## config.mk

```make
export PLATFORM = sky130hd
export DESIGN_NAME = spi_slave_fl_flat
export DESIGN_NICKNAME = d
export VERILOG_FILES = /design/src/rtl/spi_slave_fl_if.sv /design/src/rtl/spi_slave_fl.sv /design/src/flat_wrapper.sv
export SDC_FILE = /design/constraint.sdc
export NUM_CORES = 1
export LEC_CHECK = 0
export ABC_AREA = 1
export CORE_ASPECT_RATIO = 0.6
export CORE_UTILIZATION = 30
export CTS_BUF_LIST = sky130_fd_sc_hd__clkbuf_8
export DETAILED_ROUTE_END_ITERATION = 16
export GPL_TIMING_DRIVEN = 0
export PLACE_DENSITY = 0.5
export SYNTH_ARGS = -nofsm -noshare
export SYNTH_HDL_FRONTEND = slang
export SYNTH_SLANG_ARGS = --single-unit
```

## constraint.sdc

```tcl
create_clock -name clk -period 3.41 [get_ports clk]
set_clock_uncertainty 0.2 [all_clocks]
set_input_delay 0.682 -clock clk [delete_from_list [all_inputs] [get_ports clk]]
set_output_delay 0.682 -clock clk [all_outputs]
set_load 0.005 [all_outputs]
```

## src/rtl/spi_slave_fl_if.sv

```systemverilog
// SPI responder bundle: SPI pins from the master plus host-side pulse/latency port.
// slave: DUT view (pins in, tx_data in; decode/host outputs out). master: bench view.
interface spi_slave_fl_if;
  logic        sclk;
  logic        ss;
  logic        mosi;
  logic        miso;
  logic [7:0]  cmd_out;
  logic [23:0] addr_out;
  logic        cmd_valid;
  logic [31:0] rx_data;
  logic        rx_valid;
  logic        resp_req;
  logic [31:0] tx_data;
  logic        busy;

  modport slave (
    input  sclk, ss, mosi, tx_data,
    output miso, cmd_out, addr_out, cmd_valid,
    output rx_data, rx_valid, resp_req, busy
  );

  modport master (
    output sclk, ss, mosi, tx_data,
    input  miso, cmd_out, addr_out, cmd_valid,
    input  rx_data, rx_valid, resp_req, busy
  );
endinterface

```

## src/rtl/spi_slave_fl.sv

```systemverilog
// SPI mode-0 flash-side responder: opcode, optional 24-bit address, 32-bit rx/tx streams.
// Ports: clk, rst (sync, active high), bus (spi_slave_fl_if.slave: SPI pins + host port).
module spi_slave_fl #(
  parameter int RESP_LAT = 2
) (
  input logic           clk,
  input logic           rst,
  spi_slave_fl_if.slave bus
);

  localparam logic [7:0] OP_READ  = 8'h03;
  localparam logic [7:0] OP_WRITE = 8'h02;
  localparam logic [7:0] OP_RDID  = 8'h9F;

  typedef enum logic [2:0] {
    S_IDLE, S_CMD, S_ADDR, S_RX, S_TX, S_WAIT
  } state_t;

  state_t state;

  logic sclk_s1, sclk_s2, sclk_d;
  logic ss_s1, ss_s2, ss_d;
  logic mosi_s1, mosi_s2;
  logic armed;

  logic [4:0]  cnt;
  logic [30:0] sreg;
  logic [31:0] tx_sh;
  logic [RESP_LAT-1:0] lat_pipe;
  logic        inc_pend;

  logic        miso_r;
  logic [7:0]  cmd_r;
  logic [23:0] addr_r;
  logic        cmd_valid_r;
  logic [31:0] rx_data_r;
  logic        rx_valid_r;
  logic        resp_req_r;
  logic        busy_r;

  logic        rise, fall, ss_fall, ss_rise;
  logic [31:0] word_w;

  // First stage is left unreset so it always tracks the pins,
  // which is what lets the arm flag see ss high after a reset.
  always_ff @(posedge clk) begin
    sclk_s1 <= bus.sclk;
    ss_s1   <= bus.ss;
    mosi_s1 <= bus.mosi;
    sclk_s2 <= sclk_s1;
    mosi_s2 <= mosi_s1;
  end

  always_ff @(posedge clk) begin
    if (rst) begin
      ss_s2  <= 1'b1;
      ss_d   <= 1'b1;
      sclk_d <= 1'b0;
      armed  <= 1'b0;
    end else begin
      ss_s2  <= ss_s1;
      ss_d   <= ss_s2;
      sclk_d <= sclk_s2;
      armed  <= armed | ss_s1;
    end
  end

  assign rise    = sclk_s2 & ~sclk_d;
  assign fall    = ~sclk_s2 & sclk_d;
  // A fall only counts once ss has been seen high since reset.
  assign ss_fall = armed & ss_d & ~ss_s2;
  assign ss_rise = ss_s2 & ~ss_d;
  assign word_w  = {sreg, mosi_s2};

  always_ff @(posedge clk) begin
    if (rst) begin
      state       <= S_IDLE;
      cnt         <= 5'd0;
      sreg        <= '0;
      tx_sh       <= '0;
      lat_pipe    <= '0;
      inc_pend    <= 1'b0;
      miso_r      <= 1'b0;
      cmd_r       <= 8'h00;
      addr_r      <= 24'h0;
      cmd_valid_r <= 1'b0;
      rx_data_r   <= 32'h0;
      rx_valid_r  <= 1'b0;
      resp_req_r  <= 1'b0;
      busy_r      <= 1'b0;
    end else begin
      cmd_valid_r <= 1'b0;
      rx_valid_r  <= 1'b0;
      resp_req_r  <= 1'b0;
      inc_pend    <= 1'b0;
      lat_pipe    <= RESP_LAT'({lat_pipe, resp_req_r});
      if (inc_pend)
        addr_r <= addr_r + 24'd4;
      if (lat_pipe[RESP_LAT-1])
        tx_sh <= bus.tx_data;

      if (ss_rise) begin
        state    <= S_IDLE;
        busy_r   <= 1'b0;
        miso_r   <= 1'b0;
        cnt      <= 5'd0;
        lat_pipe <= '0;
      end else begin
        unique case (state)
          S_IDLE: begin
            if (ss_fall) begin
              state  <= S_CMD;
              cnt    <= 5'd7;
              busy_r <= 1'b1;
            end
          end
          S_CMD: begin
            if (rise) begin
              sreg <= word_w[30:0];
              cnt  <= cnt - 5'd1;
              if (cnt == 5'd0) begin
                cmd_r <= word_w[7:0];
                if (word_w[7:0] == OP_READ ||
                    word_w[7:0] == OP_WRITE) begin
                  state <= S_ADDR;
                  cnt   <= 5'd23;
                end else if (word_w[7:0] == OP_RDID) begin
                  addr_r      <= 24'h0;
                  cmd_valid_r <= 1'b1;
                  resp_req_r  <= 1'b1;
                  state       <= S_TX;
                  cnt         <= 5'd31;
                end else begin
                  cmd_valid_r <= 1'b1;
                  state       <= S_WAIT;
                end
              end
            end
          end
          S_ADDR: begin
            if (rise) begin
              sreg <= word_w[30:0];
              cnt  <= cnt - 5'd1;
              if (cnt == 5'd0) begin
                addr_r      <= word_w[23:0];
                cmd_valid_r <= 1'b1;
                cnt         <= 5'd31;
                if (cmd_r == OP_READ) begin
                  resp_req_r <= 1'b1;
                  state      <= S_TX;
                end else begin
                  state <= S_RX;
                end
              end
            end
          end
          S_RX: begin
            if (rise) begin
              sreg <= word_w[30:0];
              cnt  <= cnt - 5'd1;
              if (cnt == 5'd0) begin
                rx_data_r  <= word_w;
                rx_valid_r <= 1'b1;
                inc_pend   <= 1'b1;
                cnt        <= 5'd31;
              end
            end
          end
          S_TX: begin
            if (fall) begin
              miso_r <= tx_sh[31];
              tx_sh  <= {tx_sh[30:0], 1'b0};
              cnt    <= cnt - 5'd1;
              if (cnt == 5'd0) begin
                addr_r     <= addr_r + 24'd4;
                resp_req_r <= 1'b1;
                cnt        <= 5'd31;
              end
            end
          end
          S_WAIT: begin
          end
          default: state <= S_IDLE;
        endcase
      end
    end
  end

  assign bus.miso      = miso_r;
  assign bus.cmd_out   = cmd_r;
  assign bus.addr_out  = addr_r;
  assign bus.cmd_valid = cmd_valid_r;
  assign bus.rx_data   = rx_data_r;
  assign bus.rx_valid  = rx_valid_r;
  assign bus.resp_req  = resp_req_r;
  assign bus.busy      = busy_r;

endmodule

```

## src/flat_wrapper.sv

```systemverilog
// flat-port wrapper written by rule: the top's interface ports become plain ports
module spi_slave_fl_flat 
#(
  parameter int RESP_LAT = 2
)
  (clk, rst, bus_sclk, bus_ss, bus_mosi, bus_tx_data, bus_miso, bus_cmd_out, bus_addr_out, bus_cmd_valid, bus_rx_data, bus_rx_valid, bus_resp_req, bus_busy);
  spi_slave_fl_if bus_i ();
  input logic clk;
  input logic rst;
  input wire logic [$bits(bus_i.sclk)-1:0] bus_sclk;
  input wire logic [$bits(bus_i.ss)-1:0] bus_ss;
  input wire logic [$bits(bus_i.mosi)-1:0] bus_mosi;
  input wire logic [$bits(bus_i.tx_data)-1:0] bus_tx_data;
  output wire logic [$bits(bus_i.miso)-1:0] bus_miso;
  output wire logic [$bits(bus_i.cmd_out)-1:0] bus_cmd_out;
  output wire logic [$bits(bus_i.addr_out)-1:0] bus_addr_out;
  output wire logic [$bits(bus_i.cmd_valid)-1:0] bus_cmd_valid;
  output wire logic [$bits(bus_i.rx_data)-1:0] bus_rx_data;
  output wire logic [$bits(bus_i.rx_valid)-1:0] bus_rx_valid;
  output wire logic [$bits(bus_i.resp_req)-1:0] bus_resp_req;
  output wire logic [$bits(bus_i.busy)-1:0] bus_busy;
  assign bus_i.sclk = bus_sclk;
  assign bus_i.ss = bus_ss;
  assign bus_i.mosi = bus_mosi;
  assign bus_i.tx_data = bus_tx_data;
  assign bus_miso = bus_i.miso;
  assign bus_cmd_out = bus_i.cmd_out;
  assign bus_addr_out = bus_i.addr_out;
  assign bus_cmd_valid = bus_i.cmd_valid;
  assign bus_rx_data = bus_i.rx_data;
  assign bus_rx_valid = bus_i.rx_valid;
  assign bus_resp_req = bus_i.resp_req;
  assign bus_busy = bus_i.busy;
  spi_slave_fl #(.RESP_LAT(RESP_LAT)) u_core (.clk(clk), .rst(rst), .bus(bus_i));
endmodule
```

==> metrics.md <==
| Metric | Value |
|---|---|
| CP max stage delay | 0.68 ns |
| GRT Max-Usage Layer | met1 |
| Area inside the core boundary | ~23000 um^2 |
| Worst-Skew Late Latency | 0.47 ns |
| Total Nets Final | between 1000 and 1500 |
| Worst-case headroom to the max-slew limit | 0.4303 |
| Final setup violation count | 0 |
| Proportion of synthesized chip area in sequential cells | 0.4243 |
| Leading post-synthesis cells by instance count | nand2_1, dfxtp_1, o21ai_0 |
| Final period util | 0.7190 |
| N_diodes | 0 |
| Post-CTS setup buffers | 0 |
| CTS H-tree depth | 4 |
| Area fraction of the dominant cell type after synthesis | 0.4243 |
| Met2 usage | 0.2509 |
| TritonCTS clock tree | done |
| Required time at the endpoint of the critical path | 3.54 ns |
| Most frequently used flop master after synthesis | dfxtp_1 |
| Most used cell, CP | clkbuf_1 |
| Yosys warnings | 0 |
| DR vias | 6960 |
| Mean instance size in the synthesized netlist | 6.951 um^2 |
| Global route overflow | 0 |
| Area growth, synth to finish | 25.76% |
| Count of buffer and inverter cells on the critical path | 3 |
| Number of top-level pins | between 100 and 150 |
| Worst Path Class, Setup | in -> reg |
| Wire length of the first global-routing pass | 36.43 mm |
| Gr usage total | 0.1933 |
| Synth top area cells | dfxtp_1, nand2_1, o21ai_0 |
| Proportion of register bits with asynchronous set or reset after synthesis | 0 |
| Post-layout util | 0.3864 |
| Startpoint type of the worst setup path | primary input |
| Gp weighted congestion | 0.8583 |
| Width of the die | 200.9 um |
| DRC violation count after routing | 0 |
| Number of buffers inserted during clock tree synthesis | 17 |
| Placed wire-length estimate after detailed placement | 17.66 mm |
| Slowest cell on the critical path | clkbuf_1 |
| Power density normalized to cell area | 452.3 nW/um^2 |
| Run status | finished, final reports clean |
| Worst vdd ir | between 0.2 and 0.25 mV |
| Violation count after the first detailed-routing iteration | a little under 500 |
| Wire length per cell | 15.64 um |
| Die Ht | 121.4 um |
| Sort of element at the end of the critical path | register |
| First-pass iteration count of the detailed router | 5 |
| R2R depth | 11 |
| Maximum number of pins on one net before global-route repair | 17 |
| GRT met1 Usage | 0.3116 |
| Tmin final | about 2.5 ns |
| Number of core rows | 43 |
| CP Depth | 4 |
| Sum of negative setup slack | 0 ns |
| Number of register bits inferred by synthesis | around 150 |
| Cells traversed along the worst timing path | clkdlybuf4s50_1 > clkbuf_1 > clkbuf_1 > a21oi_1 |
| Cell taking the most area after synthesis | dfxtp_1 |
| PostCTS Resize Cnt | 0 |
| Min-Delay Path Depth | 0 |
| Vias in the first global route | around 6400 |
| Slew at the pin closest to its max-slew limit | 0.8545 ns |
| Post-CTS Hold Buffers | 0 |
| Via-to-Cell Ratio | 4.712 |
| Number of failing hold endpoints at the final stage | 0 |
| Antenna violations before repair | 0 |
| Clk sinks | 151 |
| Tightest Hold Check Type | reg -> reg |
| Post-Synthesis Cell Area | 7124 um^2 |
| Data arrival time of the critical path | around 2.6 ns |
| Share of final-layout standard cells stronger than drive strength 1 | 0.09639 |
| Area enclosed by the die boundary | between 20000 and 25000 um^2 |
| Most frequently used cell type in the post-synthesis netlist | nand2_1 |
| Kind of cell with the highest combined delay on the critical path | buffers and inverters |
| Count of input and output buffers | 105 |
| Detailed Route WL | 23.10 mm |
| Max Root-Sink Buffers | 2 |
| Setup repair after global routing missed its margin | false |
| Number of enable flip-flop cells after synthesis | 0 |
| Cell chosen for the clock root | clkbuf_8 |
| Static leakage | approximately 3.4 nW |
| Maximum fanout encountered on the critical timing path | 10 |
| Fmax | 407.9 MHz |
| Number of maximum-capacitance constraint violations | 0 |
| Global routing usage on met3 | 0.03947 |
| Final number of max-transition violations | 0 |
| Clk slew on worst S/H paths | 0.09 ns |
| Remaining number of nets flagged by the antenna check after routing | 0 |
| Nets in the synthesized netlist | 1064 |
| Number of cells produced by synthesis | just over 1000 |
| Library cells used by synthesis | 35 |
| Effective utilization at floorplan | 0.3072 |
-- where the power goes --
group	switching (mW)	leakage, nW	internal (mW)	total (mW)
clock network	0.727	0.205	0.684	1.41
registers	0.0615	1.22	1.84	1.90
logic	0.475	1.95	0.265	0.740
total	1.26	3.37	2.79	4.05
-- worst reg2reg max path: cells and delay by family (launching register included) --
family / cells / cell delay [ns]
AOI/OAI and AO/OA: 1 / 0.05
buffers and inverters: 1 / 0.10
adders and majority gates: 1 / 0.30
and+or+nand+nor: 8 / 1.19
DFF: 1 / 0.32
-- through the flow --
step                power, mW  setup WS [ns]  cell area [um^2]  hold WS (ns)  instances
floorplan               2.433          1.601              7124        0.1096       1025
global placement        2.670         0.4566              8569        0.1143       1445
detailed placement      2.671         0.4568              8569        0.1136       1445
CTS                     4.072         0.9361              8960        0.1350       1477
global route            4.266         0.8220              8960        0.1409       1477
finish                  4.052         0.9582              8960        0.1320       1477
-- cells in the final DEF, fill, tap and decap left out, drive strengths merged --
cell type and instances:
xor2 13, xnor2 1, clkinvlp 1, a211oi 3
nand4 5, clkinv 11, nand2 215, o22ai 9
nand3 33, nor3 7, nor4 2, clkdlybuf4s50 105
or2 9, o2111ai 1, o211ai 5, ha 2
o21ai 158, a21oi 111, inv 114, nor2 133
dfxtp 151, buf 28, bufinv 2, clkbuf 42
mux2i 1
-- flip-flops by register name (all words and copies together) (netlist names) --
register              count
u_core.lat_pipe           2
u_core.mosi_s2            1
u_core.ss_s1              1
u_core.inc_pend           1
u_core.cnt                5
u_core.sclk_s2            1
u_core.bus.addr_out      24
u_core.state              3
u_core.tx_sh             32
u_core.bus.rx_data       32
u_core.bus.busy           1
u_core.bus.resp_req       1
u_core.sclk_d             1
u_core.ss_d               1
u_core.ss_s2              1
u_core.bus.miso           1
u_core.sreg              31
u_core.armed              1
u_core.mosi_s1            1
u_core.sclk_s1            1
u_core.bus.cmd_out        8
u_core.bus.cmd_valid      1
-- worst paths after layout --
check	endpoint	slack [ns]	startpoint
max reg2reg	u_core.bus.addr_out[12]	1.13	u_core.cnt[0]
max	u_core.bus.addr_out[19]	0.96	rst
min	u_core.sclk_s2	0.13	u_core.sclk_s1
min reg2reg	u_core.sclk_s2	0.13	u_core.sclk_s1
-- metal layers --
metal | routed length (um) | vias to the layer above
met3 | 889 | 14
met1 | 13300 | 3249
li1 | - | 3570
met5 | 0 | -
met4 | 149 | 0
met2 | 8761 | 127
-- cells by family after synthesis --
logic type               Yosys count  share of synthesized area
XOR/XNOR                          14                    0.01721
buffers and inverters            166                    0.09958
flip-flops                       151                     0.4243
multiplexers                       1                   0.001405
AO/OA/AOI/OAI                    287                     0.2132
adder cells (fa/ha/maj)            2                   0.003512
AND/OR/NAND/NOR                  404                     0.2408
-- area by class of cell --
class / count / area (um^2)
fillers: 2457 / 14230
multi-input cells: 708 / 3392
flip-flops and latches: 151 / 3023
repair buffers: 105 / 1051
inverters: 115 / 431.7
well taps: 315 / 394.1
plain buffers: 51 / 277.8
clock buffers: 19 / 261.5
clock inverters: 13 / 128.9
Note: power is estimated with default switching activity, not from simulation.
